**config.mk**
```make
export PLATFORM = sky130hd
export DESIGN_NAME = adder_sequencer
export DESIGN_NICKNAME = d
export VERILOG_FILES = /design/src/rtl/adder_sequencer.sv
export SDC_FILE = /design/constraint.sdc
export NUM_CORES = 1
export LEC_CHECK = 0
export CORE_MARGIN = 5
export CORE_UTILIZATION = 30
export CTS_CLUSTER_SIZE = 28
export DETAILED_ROUTE_END_ITERATION = 6
export HOLD_SLACK_MARGIN = 0.1
export SETUP_SLACK_MARGIN = 0.1
export SLEW_MARGIN = 20
export SYNTH_ARGS = -nofsm -noshare
export SYNTH_HDL_FRONTEND = slang
export SYNTH_SLANG_ARGS = --single-unit
```
**constraint.sdc**
```tcl
create_clock -name clk -period 2.55 [get_ports clk]
set_clock_uncertainty 0.15 [all_clocks]
set_input_delay 0.3825 -clock clk [delete_from_list [all_inputs] [get_ports clk]]
set_output_delay 0.3825 -clock clk [all_outputs]
set_load 0.02 [all_outputs]
```
**src/rtl/adder_sequencer.sv**
```systemverilog
// Nibble-serial add/subtract engine: two requesters share one 4-bit adder,
// arbitrated round-robin, with the carry chained through a register.

module adder4bit (
  input  logic [3:0] a_i,
  input  logic [3:0] b_i,
  input  logic       cin_i,
  output logic [3:0] sum_o,
  output logic       cout_o
);
  logic [4:0] total;
  assign total  = {1'b0, a_i} + {1'b0, b_i} + {4'b0000, cin_i};
  assign sum_o  = total[3:0];
  assign cout_o = total[4];
endmodule

module adder_sequencer #(
  parameter int WIDTH = 16
) (
  input  logic             clk,
  input  logic             reset,
  input  logic             req0,
  input  logic             req1,
  input  logic             sub0,
  input  logic             sub1,
  input  logic [WIDTH-1:0] a0,
  input  logic [WIDTH-1:0] b0,
  input  logic [WIDTH-1:0] a1,
  input  logic [WIDTH-1:0] b1,
  output logic             gnt,
  output logic             gnt_id,
  output logic             busy,
  output logic             done,
  output logic             done_id,
  output logic [WIDTH-1:0] result,
  output logic             carry_out,
  output logic             overflow,
  output logic [1:0]       state_dbg
);
  localparam int NNIB = WIDTH / 4;
  localparam int CW   = (NNIB > 1) ? $clog2(NNIB) : 1;

  // Handshake: reqN is a level; a grant is the single cycle where gnt is high
  // while the FSM sits in IDLE. done marks the one cycle the new result is first valid.

  typedef enum logic [1:0] {IDLE = 2'd0, RUN = 2'd1, DONE = 2'd2} state_e;

  state_e           state_q, state_d;
  logic [WIDTH-1:0] a_q, a_d;
  logic [WIDTH-1:0] b_q, b_d;
  logic [WIDTH-1:0] shadow_q, shadow_d;
  logic [WIDTH-1:0] result_q, result_d;
  logic [CW-1:0]    nib_q, nib_d;
  logic             cy_q, cy_d;
  logic             id_q, id_d;
  logic             ptr_q, ptr_d;
  logic             carry_q, carry_d;
  logic             ovf_q, ovf_d;
  logic             done_id_q, done_id_d;

  logic [3:0]       nib_sum;
  logic             nib_cout;
  logic [WIDTH+3:0] shift_in;
  logic             win_id;
  logic             win_sub;

  // Operands are shifted right each RUN cycle, so the adder always sees the low nibble.
  adder4bit u_adder (
    .a_i   (a_q[3:0]),
    .b_i   (b_q[3:0]),
    .cin_i (cy_q),
    .sum_o (nib_sum),
    .cout_o(nib_cout)
  );

  assign shift_in = {nib_sum, shadow_q};

  always_comb begin
    state_d   = state_q;
    a_d       = a_q;
    b_d       = b_q;
    shadow_d  = shadow_q;
    result_d  = result_q;
    nib_d     = nib_q;
    cy_d      = cy_q;
    id_d      = id_q;
    ptr_d     = ptr_q;
    carry_d   = carry_q;
    ovf_d     = ovf_q;
    done_id_d = done_id_q;
    gnt       = 1'b0;
    gnt_id    = 1'b0;
    win_id    = (req0 && req1) ? ~ptr_q : req1;
    win_sub   = win_id ? sub1 : sub0;
    case (state_q)
      IDLE: begin
        if (!reset && (req0 || req1)) begin
          gnt     = 1'b1;
          gnt_id  = win_id;
          a_d     = win_id ? a1 : a0;
          b_d     = (win_id ? b1 : b0) ^ {WIDTH{win_sub}};
          cy_d    = win_sub;
          nib_d   = '0;
          id_d    = win_id;
          state_d = RUN;
        end
      end
      RUN: begin
        a_d      = a_q >> 4;
        b_d      = b_q >> 4;
        cy_d     = nib_cout;
        shadow_d = shift_in[WIDTH+3:4];
        nib_d    = nib_q + CW'(1);
        if (nib_q == CW'(NNIB - 1)) begin
          result_d  = shift_in[WIDTH+3:4];
          carry_d   = nib_cout;
          ovf_d     = (a_q[3] == b_q[3]) && (nib_sum[3] != a_q[3]);
          done_id_d = id_q;
          state_d   = DONE;
        end
      end
      DONE: begin
        ptr_d   = id_q;
        state_d = IDLE;
      end
      default: state_d = IDLE;
    endcase
  end

  always_ff @(posedge clk or posedge reset) begin
    if (reset) begin
      state_q   <= IDLE;
      a_q       <= '0;
      b_q       <= '0;
      shadow_q  <= '0;
      result_q  <= '0;
      nib_q     <= '0;
      cy_q      <= 1'b0;
      id_q      <= 1'b0;
      ptr_q     <= 1'b1;
      carry_q   <= 1'b0;
      ovf_q     <= 1'b0;
      done_id_q <= 1'b0;
    end else begin
      state_q   <= state_d;
      a_q       <= a_d;
      b_q       <= b_d;
      shadow_q  <= shadow_d;
      result_q  <= result_d;
      nib_q     <= nib_d;
      cy_q      <= cy_d;
      id_q      <= id_d;
      ptr_q     <= ptr_d;
      carry_q   <= carry_d;
      ovf_q     <= ovf_d;
      done_id_q <= done_id_d;
    end
  end

  assign busy      = gnt || (state_q != IDLE);
  assign done      = (state_q == DONE);
  assign done_id   = done_id_q;
  assign result    = result_q;
  assign carry_out = carry_q;
  assign overflow  = ovf_q;
  assign state_dbg = state_q;

endmodule

```
==> impl_metrics.json, run 1 <==
{
  "postSynthNetCount": 422,
  "crit_arrival_ns": 1.81,
  "numCtsBuffers": 9,
  "yosys_warnings": 0,
  "synth_top_cell_area_share_pct": 46.5,
  "synth_area_mm2": 0.00371,
  "reg2reg_depth": 4,
  "clkTransAtPathRegs_ns": 0.05,
  "final_cell_area_mm2": 0.00513,
  "grt_start_max_net_pins": 36,
  "synthTopCellsByCount": "nand2_1, dfrtp_1, mux2i_1",
  "critical_path_class": "primary input to output pin",
  "synth_seq_cells": 70,
  "coreArea_mm2": 0.0121,
  "synthToLayoutAreaGrowth_pct": 38.1,
  "die-area_mm2": 0.0147,
  "cts_tree": "done",
  "ctsHoldBuffers": 0,
  "drtIter0Drc": 154,
  "crit_family": "buffers and inverters",
  "ys.flop_type": "dfrtp_1",
  "final_nets": 519,
  "clock_latency_ns": 0.32,
  "rsz0062_at_grt": "false",
  "die_h_um": 121,
  "grt_overflow_total": 0,
  "syn_inst": 346,
  "cts-root-buf": "clkbuf_16",
  "min_period_ns": 2.35,
  "grtUsageTotal_pct": 12.1,
  "htreeDepth": 3,
  "worstHoldStart": "shadow_q[5]$_DFFE_PP0P_",
  "reg2reg_from": "state_dbg[0]$_DFFE_PP0P_",
  "ant_nets": 0,
  "r2r-end": "a_q[4]$_DFFE_PP0P_",
  "layout-drive-gt1-share_pct": 12.7,
  "crit_required_ns": 2.02,
  "avgSynthCellArea_um2": 10.7,
  "synth.area.top_cells": "dfrtp_1, mux2i_1, xor2_1",
  "synth-edff-count": 0,
  "drt-total-wl_mm": 8.53,
  "wire_per_inst_um": 13.8,
  "critPathMaxFanout": 2,
  "setup_violations": 0,
  "seqCellArea_mm2": 0.00175,
  "num_rows": 40,
  "antenna_found_initial": 0,
  "place_hpwl_mm": 6.28,
  "dpl-instance-area_mm2": 0.00485,
  "power.density_mw_per_mm2": 1050,
  "holdWs_ns": 0.316,
  "multi_input_area_mm2": 0.00170,
  "ir_worst_vdd_v": 0.000517,
  "hold_class": "flop to flop",
  "gp_congestion": 0.747,
  "setup_tns_ns": 0,
  "drt-pass1-iter-count": 4,
  "fill_cells": 1190,
  "finalCritPeriodShare_pct": 92.0,
  "max_slew_margin_pct": 32.9,
  "path_cells": "clkdlybuf4s50_1 -> o21bai_1 -> or3_1 -> inv_6 -> and2_1 -> clkbuf_2",
  "cap_viol_max_count": 0,
  "ys_types": 37,
  "drt-vias-per-instance": 4.38,
  "grt_pass1_wl_mm": 14.4,
  "hold_viol": 0,
  "grt_pass1_vias": 2998,
  "clock_path_buffers": 2,
  "crit_buf_inv": 3,
  "max_freq_ghz": 0.426,
  "worstSetupStartpointType": "primary input",
  "status": "finished, final reports clean",
  "whs_endpoint": "shadow_q[5]$_DFFE_PP0P_",
  "vias": 2701,
  "drc": 0,
  "max_stage_delay_ns": 0.42,
  "cp_slowest_cell": "clkdlybuf4s50_1",
  "worstHoldPathCells": 2,
  "p_leak_uw": 0.00234,
  "rrSetupSlack_ns": 0.59,
  "clock_sinks": 70,
  "num_antenna_cells": 0,
  "synth_most_common_cell": "nand2_1",
  "synth_top_cell_by_area": "dfrtp_1",
  "synthArstFlopShare_pct": 100,
  "synth_seq_area_share_pct": 47.2,
  "die_w_um": 121,
  "worstMarginPinSlew_ns": 1.00,
  "top_level_ports": 95,
  "start_util_pct": 30.8,
  "port_buffers": 94,
  "slew_violations": 0,
  "cp-end-kind": "output pin"
}
-- cells in the final DEF, fill, tap and decap left out, drive strengths merged, types with 15 or more instances in the layout --
master         count
clkdlybuf4s50     92
xor2              33
inv               28
clkbuf            15
dfrtp             69
mux2i             41
mux2              16
buf               15
o221ai            25
nand2             70
-- power breakdown --
part           switching [uW]  leakage, uW  internal [uW]
logic                    1240      0.00131           1070
clock network             440     0.000142            734
registers                 283     0.000889           1620
-- through the flow --
stage | total power (uW) | cells | setup slack, ns | utilization (%)
2_1_floorplan | 3470 | 346 | 0.251 | -
3_3_place_gp | 4230 | 600 | -0.230 | 40.2
3_5_place_dp | 4300 | 600 | -0.240 | 40.2
4_1_cts | 5490 | 616 | 0.0109 | 42.6
5_1_grt | 5820 | 616 | 0.118 | 42.5
6_report | 5400 | 616 | 0.205 | 42.5
-- layer usage --
metal | share of wire [%] | GRT usage (%) | up-vias
met1 | 47 | 15.7 | 1257
li1 | - | - | 1369
met5 | 0 | 0 | -
met4 | 0.65 | 2.52 | 0
met3 | 5.3 | 3.54 | 5
met2 | 47 | 20.3 | 70
-- registers in the layout, summed over array words and instances (netlist names) --
register,cells
ptr_q,1
b_q,16
carry_out,1
overflow,1
a_q,16
id_q,1
state_dbg,2
nib_q,2
shadow_q,12
cy_q,1
result,16
done_id,1
-- worst min-delay path, delay by kind of cell, from the launching register on --
kind | cells | cell delay [ns]
simple gates | 2 | 0.10
flops | 1 | 0.33
-- worst max path at each step --
stage	from	endpoint	slack [ns]	depth (start not counted)
floorplan	reset	a_q[0]$_DFFE_PP0P_	0.25	1
global placement	reset	gnt_id	-0.23	6
detailed placement	reset	gnt_id	-0.24	6
CTS	reset	gnt_id	0.01	6
global route	reset	gnt_id	0.12	6
finish	reset	gnt_id	0.20	6
-- cells by family (layout without fill, tap and decap cells) --
logic type | Yosys count | in the layout | share of synthesized area [%]
and+or+nand+nor | 86 | 86 | 9.97
DFF | 70 | 70 | 47.2
muxes | 57 | 57 | 15.9
buffers and inverters | 51 | 153 | 7.44
AOI/OAI and AO/OA | 43 | 43 | 9.30
xor gates and xnor gates | 33 | 33 | 7.78
adders and majority gates | 6 | 6 | 2.43
-- area by class of cell --
| type | count | area share [%] |
|---|---|---|
| clock buffers | 13 | 5.27 |
| clock inverters | 3 | 0.342 |
| inverters | 28 | 2.15 |
| multi-input cells | 225 | 33.1 |
| flip-flops and latches | 70 | 34.2 |
| well taps | 168 | 4.10 |
| repair buffers | 109 | 20.8 |
-- repair_timing --
item,CTS,global route
setup buffers,0,0
setup endpoints to repair,2,2
resized for setup,2,4
(Power assumes the default switching activity.)
==> run 2: changes to the inputs <==
--- a/config.mk
+++ b/config.mk
@@ -7,7 +7,7 @@
 export LEC_CHECK = 0
 export CORE_MARGIN = 5
 export CORE_UTILIZATION = 30
-export CTS_CLUSTER_SIZE = 28
+export CTS_CLUSTER_SIZE = 8
 export DETAILED_ROUTE_END_ITERATION = 6
 export HOLD_SLACK_MARGIN = 0.1
 export SETUP_SLACK_MARGIN = 0.1
==> constraint.sdc (replaced) <==
create_clock -name clk -period 2.5 [get_ports clk]
set_clock_uncertainty 0.15 [all_clocks]
set_input_delay 0.375 -clock clk [delete_from_list [all_inputs] [get_ports clk]]
set_output_delay 0.375 -clock clk [all_outputs]
set_load 0.02 [all_outputs]
==> impl_metrics.json, run 2 (synthesis gave the netlist of run 1 again) <==
{
  "status": "finished, final reports clean",
  "htreeDepth": 3,
  "cp_slowest_cell": "clkdlybuf4s50_1",
  "drt-vias-per-instance": 4.43,
  "holdWs_ns": 0.289,
  "die-area_mm2": 0.0147,
  "p_clk_share_pct": 24.2,
  "max_freq_ghz": 0.422,
  "crit_required_ns": 1.98,
  "hold_class": "primary input to asynchronous set/reset pin",
  "grt_start_max_net_pins": 62,
  "coreArea_mm2": 0.0121,
  "p_sw_share_pct": 36.3,
  "clock_path_buffers": 2,
  "p_seq_share_pct": 34.1,
  "min_period_ns": 2.37,
  "max_stage_delay_ns": 0.43,
  "clock_latency_ns": 0.33,
  "setup_violations": 0,
  "max_slew_margin_pct": 31.2,
  "vias": 2727,
  "num_antenna_cells": 0,
  "p_sw_uw": 2070,
  "final_nets": 518,
  "crit_arrival_ns": 1.84,
  "drt-total-wl_mm": 8.70,
  "layout-drive-gt1-share_pct": 12.8,
  "post_cts_buffers": 0,
  "cts-root-buf": "clkbuf_16",
  "final_cell_mix": "clkdlybuf4s50_1, nand2_1, dfrtp_1",
  "finalCritPeriodShare_pct": 94.8,
  "pwr-share-comb_pct": 41.8,
  "drtIter0Drc": 184,
  "worstSetupStartpointType": "primary input",
  "ant_nets": 0,
  "critical_path_class": "primary input to output pin",
  "fill_cells": 1183,
  "slew_violations": 0,
  "die_w_um": 121,
  "numCtsBuffers": 9,
  "worstMarginPinSlew_ns": 1.03,
  "final_common_cell": "clkdlybuf4s50_1",
  "port_buffers": 94,
  "multi_input_area_mm2": 0.00170,
  "crit_buf_inv": 4,
  "wire_per_inst_um": 14.1,
  "num_rows": 40,
  "crit_family": "buffers and inverters",
  "ir_worst_vdd_v": 0.000335,
  "synthToLayoutAreaGrowth_pct": 38.7,
  "drc": 0,
  "p_leak_uw": 0.00234,
  "place_hpwl_mm": 6.25,
  "cp-end-kind": "output pin",
  "rsz0062_at_grt": "true",
  "grt_overflow_total": 0,
  "path_cells": "clkdlybuf4s50_1 -> o21bai_1 -> or3_4 -> inv_6 -> buf_4 -> clkdlybuf4s15_1",
  "hold_viol": 0,
  "power.density_mw_per_mm2": 1100,
  "clkTransAtPathRegs_ns": 0.06,
  "grt_pass1_wl_mm": 14.8,
  "die_h_um": 121,
  "critPathMaxFanout": 2,
  "cts_tree": "done",
  "gp_congestion": 0.714,
  "grtUsageTotal_pct": 12.7,
  "p_int_uw": 3630,
  "grt_pass1_vias": 2935,
  "top_level_ports": 95,
  "final_core_util_pct": 42.7,
  "start_util_pct": 30.8,
  "seqCellArea_mm2": 0.00175,
  "clock_sinks": 70,
  "drt-pass1-iter-count": 4,
  "antenna_found_initial": 0,
  "cap_viol_max_count": 0
}
-- run 2: path summary, 6_finish.rpt --
check,from,endpoint,slack (ns),cells after the start
min in group clk,shadow_q[6]$_DFFE_PP0P_,shadow_q[6]$_DFFE_PP0P_,0.32,2
max in group asynchronous,reset,shadow_q[5]$_DFFE_PP0P_,1.33,4
hold / removal,reset,id_q$_DFFE_PP0P_,0.29,3
setup reg to reg,state_dbg[0]$_DFFE_PP0P_,a_q[7]$_DFFE_PP0P_,0.51,4
setup / recovery,reset,gnt,0.13,6
hold reg to reg,shadow_q[6]$_DFFE_PP0P_,shadow_q[6]$_DFFE_PP0P_,0.32,2
-- run 2: layout make-up --
class	count	area share, %
Timing Repair Buffer	108	20.4
Tap cell	168	4.08
Multi-Input combinational cell	225	33.1
Clock inverter	7	1.89
Clock buffer	9	4.37
Sequential cell	70	34.0
Inverter	28	2.14
-- run 2: repair_timing --
| item | in CTS | in global routing |
|---|---|---|
| resized for setup | 5 | 2 |
| hold buffers | 0 | 0 |
| endpoints found under the setup margin | 2 | 2 |
-- run 2: worst min-delay path: stages --
cell             delay (ns)
clkdlybuf4s50_1        0.43
buf_4                  0.15
inv_2                  0.19
-- run 2: stage by stage --
stage	cells	total power [uW]	TNS [ns]	instance area, um2	setup slack (ns)
finish	615	5690	0	5150	0.130
global route	615	6130	0	5150	0.0725
CTS	615	5790	0	5160	0.102
detailed placement	599	4400	-0.467	4830	-0.274
global placement	599	4310	-0.440	4830	-0.264
floorplan	346	3540	0	3710	0.208
-- run 2: power by group through the flow --
stage / Sequential (uW) / Clock [uW] / Combinational [uW]
global placement: 1950 / 0 / 2360
finish: 1940 / 1380 / 2380
CTS: 1950 / 1410 / 2430
floorplan: 2090 / 0 / 1450
global route: 2020 / 1450 / 2660
detailed placement: 1970 / 0 / 2430
-- run 2: layer usage --
layer	vias to the layer above	routed length (um)	track usage (%)
li1	1369	-	-
met1	1263	3940	16.4
met2	84	4060	20.4
met3	11	579	3.59
met4	0	124	4.20
met5	-	0	0
==> run 3: changes to the inputs <==
--- a/config.mk
+++ b/config.mk
@@ -5,7 +5,6 @@
 export SDC_FILE = /design/constraint.sdc
 export NUM_CORES = 1
 export LEC_CHECK = 0
-export CORE_MARGIN = 5
 export CORE_UTILIZATION = 30
 export CTS_CLUSTER_SIZE = 8
 export DETAILED_ROUTE_END_ITERATION = 6
==> impl_metrics.json, run 3 (synthesis gave the netlist of run 1 again) <==
{
  "drt-total-wl_mm": 8.08,
  "clkTransAtPathRegs_ns": 0.06,
  "path_cells": "clkdlybuf4s50_1 -> o21bai_1 -> or3_4 -> inv_6 -> and2_1 -> buf_2",
  "ctsHoldBuffers": 0,
  "r2r-end": "b_q[8]$_DFFE_PP0P_",
  "critical_path_class": "primary input to output pin",
  "final_cell_mix": "clkdlybuf4s50_1, nand2_1, dfrtp_1",
  "num_antenna_cells": 0,
  "num_rows": 40,
  "slew_violations": 0,
  "numCtsBuffers": 9,
  "worstMarginPinSlew_ns": 1.00,
  "crit_required_ns": 1.98,
  "cp-end-kind": "output pin",
  "multi_input_area_mm2": 0.00170,
  "critPathMaxFanout": 2,
  "die_w_um": 113,
  "crit_buf_inv": 3,
  "cap_viol_max_count": 0,
  "rsz0062_at_grt": "false",
  "top_level_ports": 95,
  "port_buffers": 94,
  "wire_per_inst_um": 13.1,
  "rrSetupSlack_ns": 0.54,
  "worstSetupStartpointType": "primary input",
  "grt_start_max_net_pins": 49,
  "die_h_um": 113,
  "final_cell_area_mm2": 0.00513,
  "final_nets": 519,
  "drt-vias-per-instance": 4.49,
  "reg2reg_from": "state_dbg[0]$_DFFE_PP0P_",
  "final_common_cell": "clkdlybuf4s50_1",
  "cts_tree": "done",
  "synthToLayoutAreaGrowth_pct": 38.0,
  "start_util_pct": 30.8,
  "grt_pass1_wl_mm": 13.7,
  "clock_latency_ns": 0.32,
  "final_core_util_pct": 42.5,
  "ant_nets": 0,
  "cp_slowest_cell": "clkdlybuf4s50_1",
  "fill_cells": 1208,
  "hold_viol": 0,
  "p_sw_share_pct": 36.1,
  "max_stage_delay_ns": 0.43,
  "reg2reg_depth": 4,
  "max_freq_ghz": 0.433,
  "hold_class": "primary input to asynchronous set/reset pin",
  "p_leak_uw": 0.00234,
  "finalCritPeriodShare_pct": 92.5,
  "seqCellArea_mm2": 0.00175,
  "die-area_mm2": 0.0128,
  "p_seq_share_pct": 35.0,
  "p_clk_share_pct": 22.4,
  "drtIter0Drc": 148,
  "dpl-instance-area_mm2": 0.00484,
  "pwr-share-comb_pct": 42.6,
  "drc": 0,
  "place_hpwl_mm": 5.80,
  "p_sw_uw": 2000,
  "clock_path_buffers": 2,
  "min_period_ns": 2.31,
  "setup_violations": 0,
  "gp_congestion": 0.714,
  "status": "finished, final reports clean",
  "max_slew_margin_pct": 32.9,
  "crit_family": "buffers and inverters",
  "crit_arrival_ns": 1.79,
  "cts-root-buf": "clkbuf_16",
  "layout-drive-gt1-share_pct": 12.9,
  "p_int_uw": 3540,
  "drt-pass1-iter-count": 4,
  "htreeDepth": 3,
  "ir_worst_vdd_v": 0.000378,
  "clock_sinks": 70,
  "power.density_mw_per_mm2": 1080,
  "grt_overflow_total": 0,
  "coreArea_mm2": 0.0121,
  "post_cts_buffers": 0,
  "grt_pass1_vias": 2782,
  "vias": 2767,
  "grtUsageTotal_pct": 13.8,
  "antenna_found_initial": 0
}
[run 3: area by class of cell]
type / count / area share [%]
Clock inverter: 5 / 0.976
Clock buffer: 11 / 4.74
Multi-Input combinational cell: 225 / 33.2
Sequential cell: 70 / 34.2
Timing Repair Buffer: 109 / 20.6
Tap cell: 168 / 4.10
Inverter: 28 / 2.15
[run 3: tightest hold or removal path, cell delays in order]
cell and delay [ns]:
clkdlybuf4s50_1 0.43, buf_4 0.15, inv_2 0.23
[run 3: through the flow]
step | setup TNS, ns | setup slack [ns] | total power [uW] | instances | hold WS (ns)
floorplan | 0 | 0.208 | 3540 | 346 | 0.292
global route | 0 | 0.128 | 5990 | 616 | 0.340
CTS | 0 | 0.113 | 5630 | 616 | 0.316
global placement | -0.437 | -0.264 | 4300 | 600 | 0.305
finish | 0 | 0.189 | 5540 | 616 | 0.314
detailed placement | -0.499 | -0.296 | 4360 | 600 | 0.309
[run 3: worst max path at each step]
stage / startpoint / to / slack [ns] / cells past startpoint
2_1_floorplan: reset / a_q[0]$_DFFE_PP0P_ / 0.21 / 1
3_3_place_gp: reset / gnt_id / -0.26 / 6
3_5_place_dp: reset / gnt_id / -0.30 / 6
4_1_cts: reset / gnt / 0.11 / 6
5_1_grt: reset / gnt_id / 0.13 / 6
6_report: reset / gnt_id / 0.19 / 6
[run 3: routing by layer]
metal  routed length, um  GRT usage [%]  share of wire [%]  up-vias
met3                 501           3.96                6.2       12
met1                3650           17.2                 45     1306
met4                 140           5.35                1.7        0
met5                   0              0                  0        -
met2                3790           22.7                 47       76
li1                    -              -                  -     1373
[run 3: repair_timing]
action                                  in CTS  in global routing
hold endpoints to repair                     0                  0
endpoints found under the setup margin       2                  1
gates resized for setup                      6                  2
cloned                                       0                  0
[run 3: power groups by stage]
stage | logic, uW | clock network, uW | registers, uW
final | 2360 | 1240 | 1940
after CTS | 2410 | 1270 | 1950
after global routing | 2640 | 1330 | 2010
after global placement | 2350 | 0 | 1950
after floorplan | 1450 | 0 | 2090
after detailed placement | 2400 | 0 | 1960
==> edit (config.mk and constraints of run 1) <==
`a_q`, `b_q` and `result_q` no longer have a reset.
--- a/src/rtl/adder_sequencer.sv
+++ b/src/rtl/adder_sequencer.sv
@@ -131,8 +131,5 @@
     if (reset) begin
       state_q   <= IDLE;
-      a_q       <= '0;
-      b_q       <= '0;
       shadow_q  <= '0;
-      result_q  <= '0;
       nib_q     <= '0;
       cy_q      <= 1'b0;
@@ -144,8 +141,5 @@
     end else begin
       state_q   <= state_d;
-      a_q       <= a_d;
-      b_q       <= b_d;
       shadow_q  <= shadow_d;
-      result_q  <= result_d;
       nib_q     <= nib_d;
       cy_q      <= cy_d;
@@ -156,4 +150,10 @@
       done_id_q <= done_id_d;
     end
+  end
+
+  always_ff @(posedge clk) begin
+    a_q      <= a_d;
+    b_q      <= b_d;
+    result_q <= result_d;
   end
 
Formal check against the unedited RTL: differs if reset is asserted again (counterexample within 10 cycles, from zero or initial values and one cycle with reset high); with reset held inactive, the same outputs for 10 cycles.
==> edit against run 1 <==
  * Worst hold slack lost 34 ps
  * Wire length down 11%
  * Highest routed layer unchanged
  * Synthesized cell count is 9.8% lower
  * Final area shrank 4.9%
  * Global-route usage is 1.0 points lower
  * Sequential cell count unchanged
  * Sequential share of layout area is 6.7 points higher
  * Area after synthesis down 6.0%
  * Worst setup slack improved by 6.1 ps
  * Power grew 2.2%
  * Combinational power is 6% lower
==> edit: results (changes against run 1) <==
status finished, final reports clean; post-DP HPWL 5460 um (-13%); Synth async-reset ratio 0.314 (-0.686); reg2reg start ptr_q; Adder-Cell Fraction of Synth Area 0.0258 (+0.00154); Area after DPL 0.00461 mm2 (-4.9%); f_max 428 MHz (+0.26%); via count 2492 (-7.7%); Pint 3.57 mW (+4.1%); worst hold path type in -> async; crit path to busy; top cells by count, synth nand2_1, edfxtp_1, xor2_1; GPL Wtd Cong 0.735 (-1.6%); first-pass GRT wire length 12600 um (-12%); Crit path largest cell delay 530 ps (+110 ps); maximum vdd drop 0.000462 V (-11%); Slew headroom 0.629 (+0.300); flop2flop setup slack 670 ps (+80 ps); dpl cells 542 (-9.7%); Post-layout nets 486 (-6.4%); PwrDens 1130 mW/mm2 (+7.5%); pre-CTS WS 71.4 ps (+311 ps); initial drt markers 116 (-25%); vias per std cell 4.47 (+1.9%); synth top area cells edfxtp_1, dfrtp_1, nand2_1, xor2_1, mux2i_1; vias in the first global route 2601 (-13%)
[edit: cell count changes after synthesis, moves of 5 or more]
cell | run 1 | this run
a31oi_1 | 0 | 12
o221ai_1 | 24 | 0
mux2i_1 | 41 | 14
edfxtp_1 | 0 | 48
nand2_1 | 70 | 80
o21ai_0 | 7 | 17
dfrtp_1 | 69 | 21
inv_1 | 27 | 8
xnor2_1 | 0 | 5
mux2_2 | 16 | 2
nor2_1 | 3 | 19
[edit: area by class of cell]
class / instances / area (um2)
fill: 1113 / 6540
clock buffer: 9 / 225
clock inverter: 7 / 47.5
multi-input combinational: 215 / 1360
inverter: 8 / 30.0
tap: 143 / 179
timing repair buffer: 106 / 1050
sequential: 70 / 1990
[edit: per-layer routing]
| metal | global-route usage | share of wire |
|---|---|---|
| met3 | 0.0375 | 0.055 |
| met5 | 0 | 0 |
| met2 | 0.198 | 0.51 |
| met4 | 0.0323 | 0.011 |
| met1 | 0.126 | 0.42 |
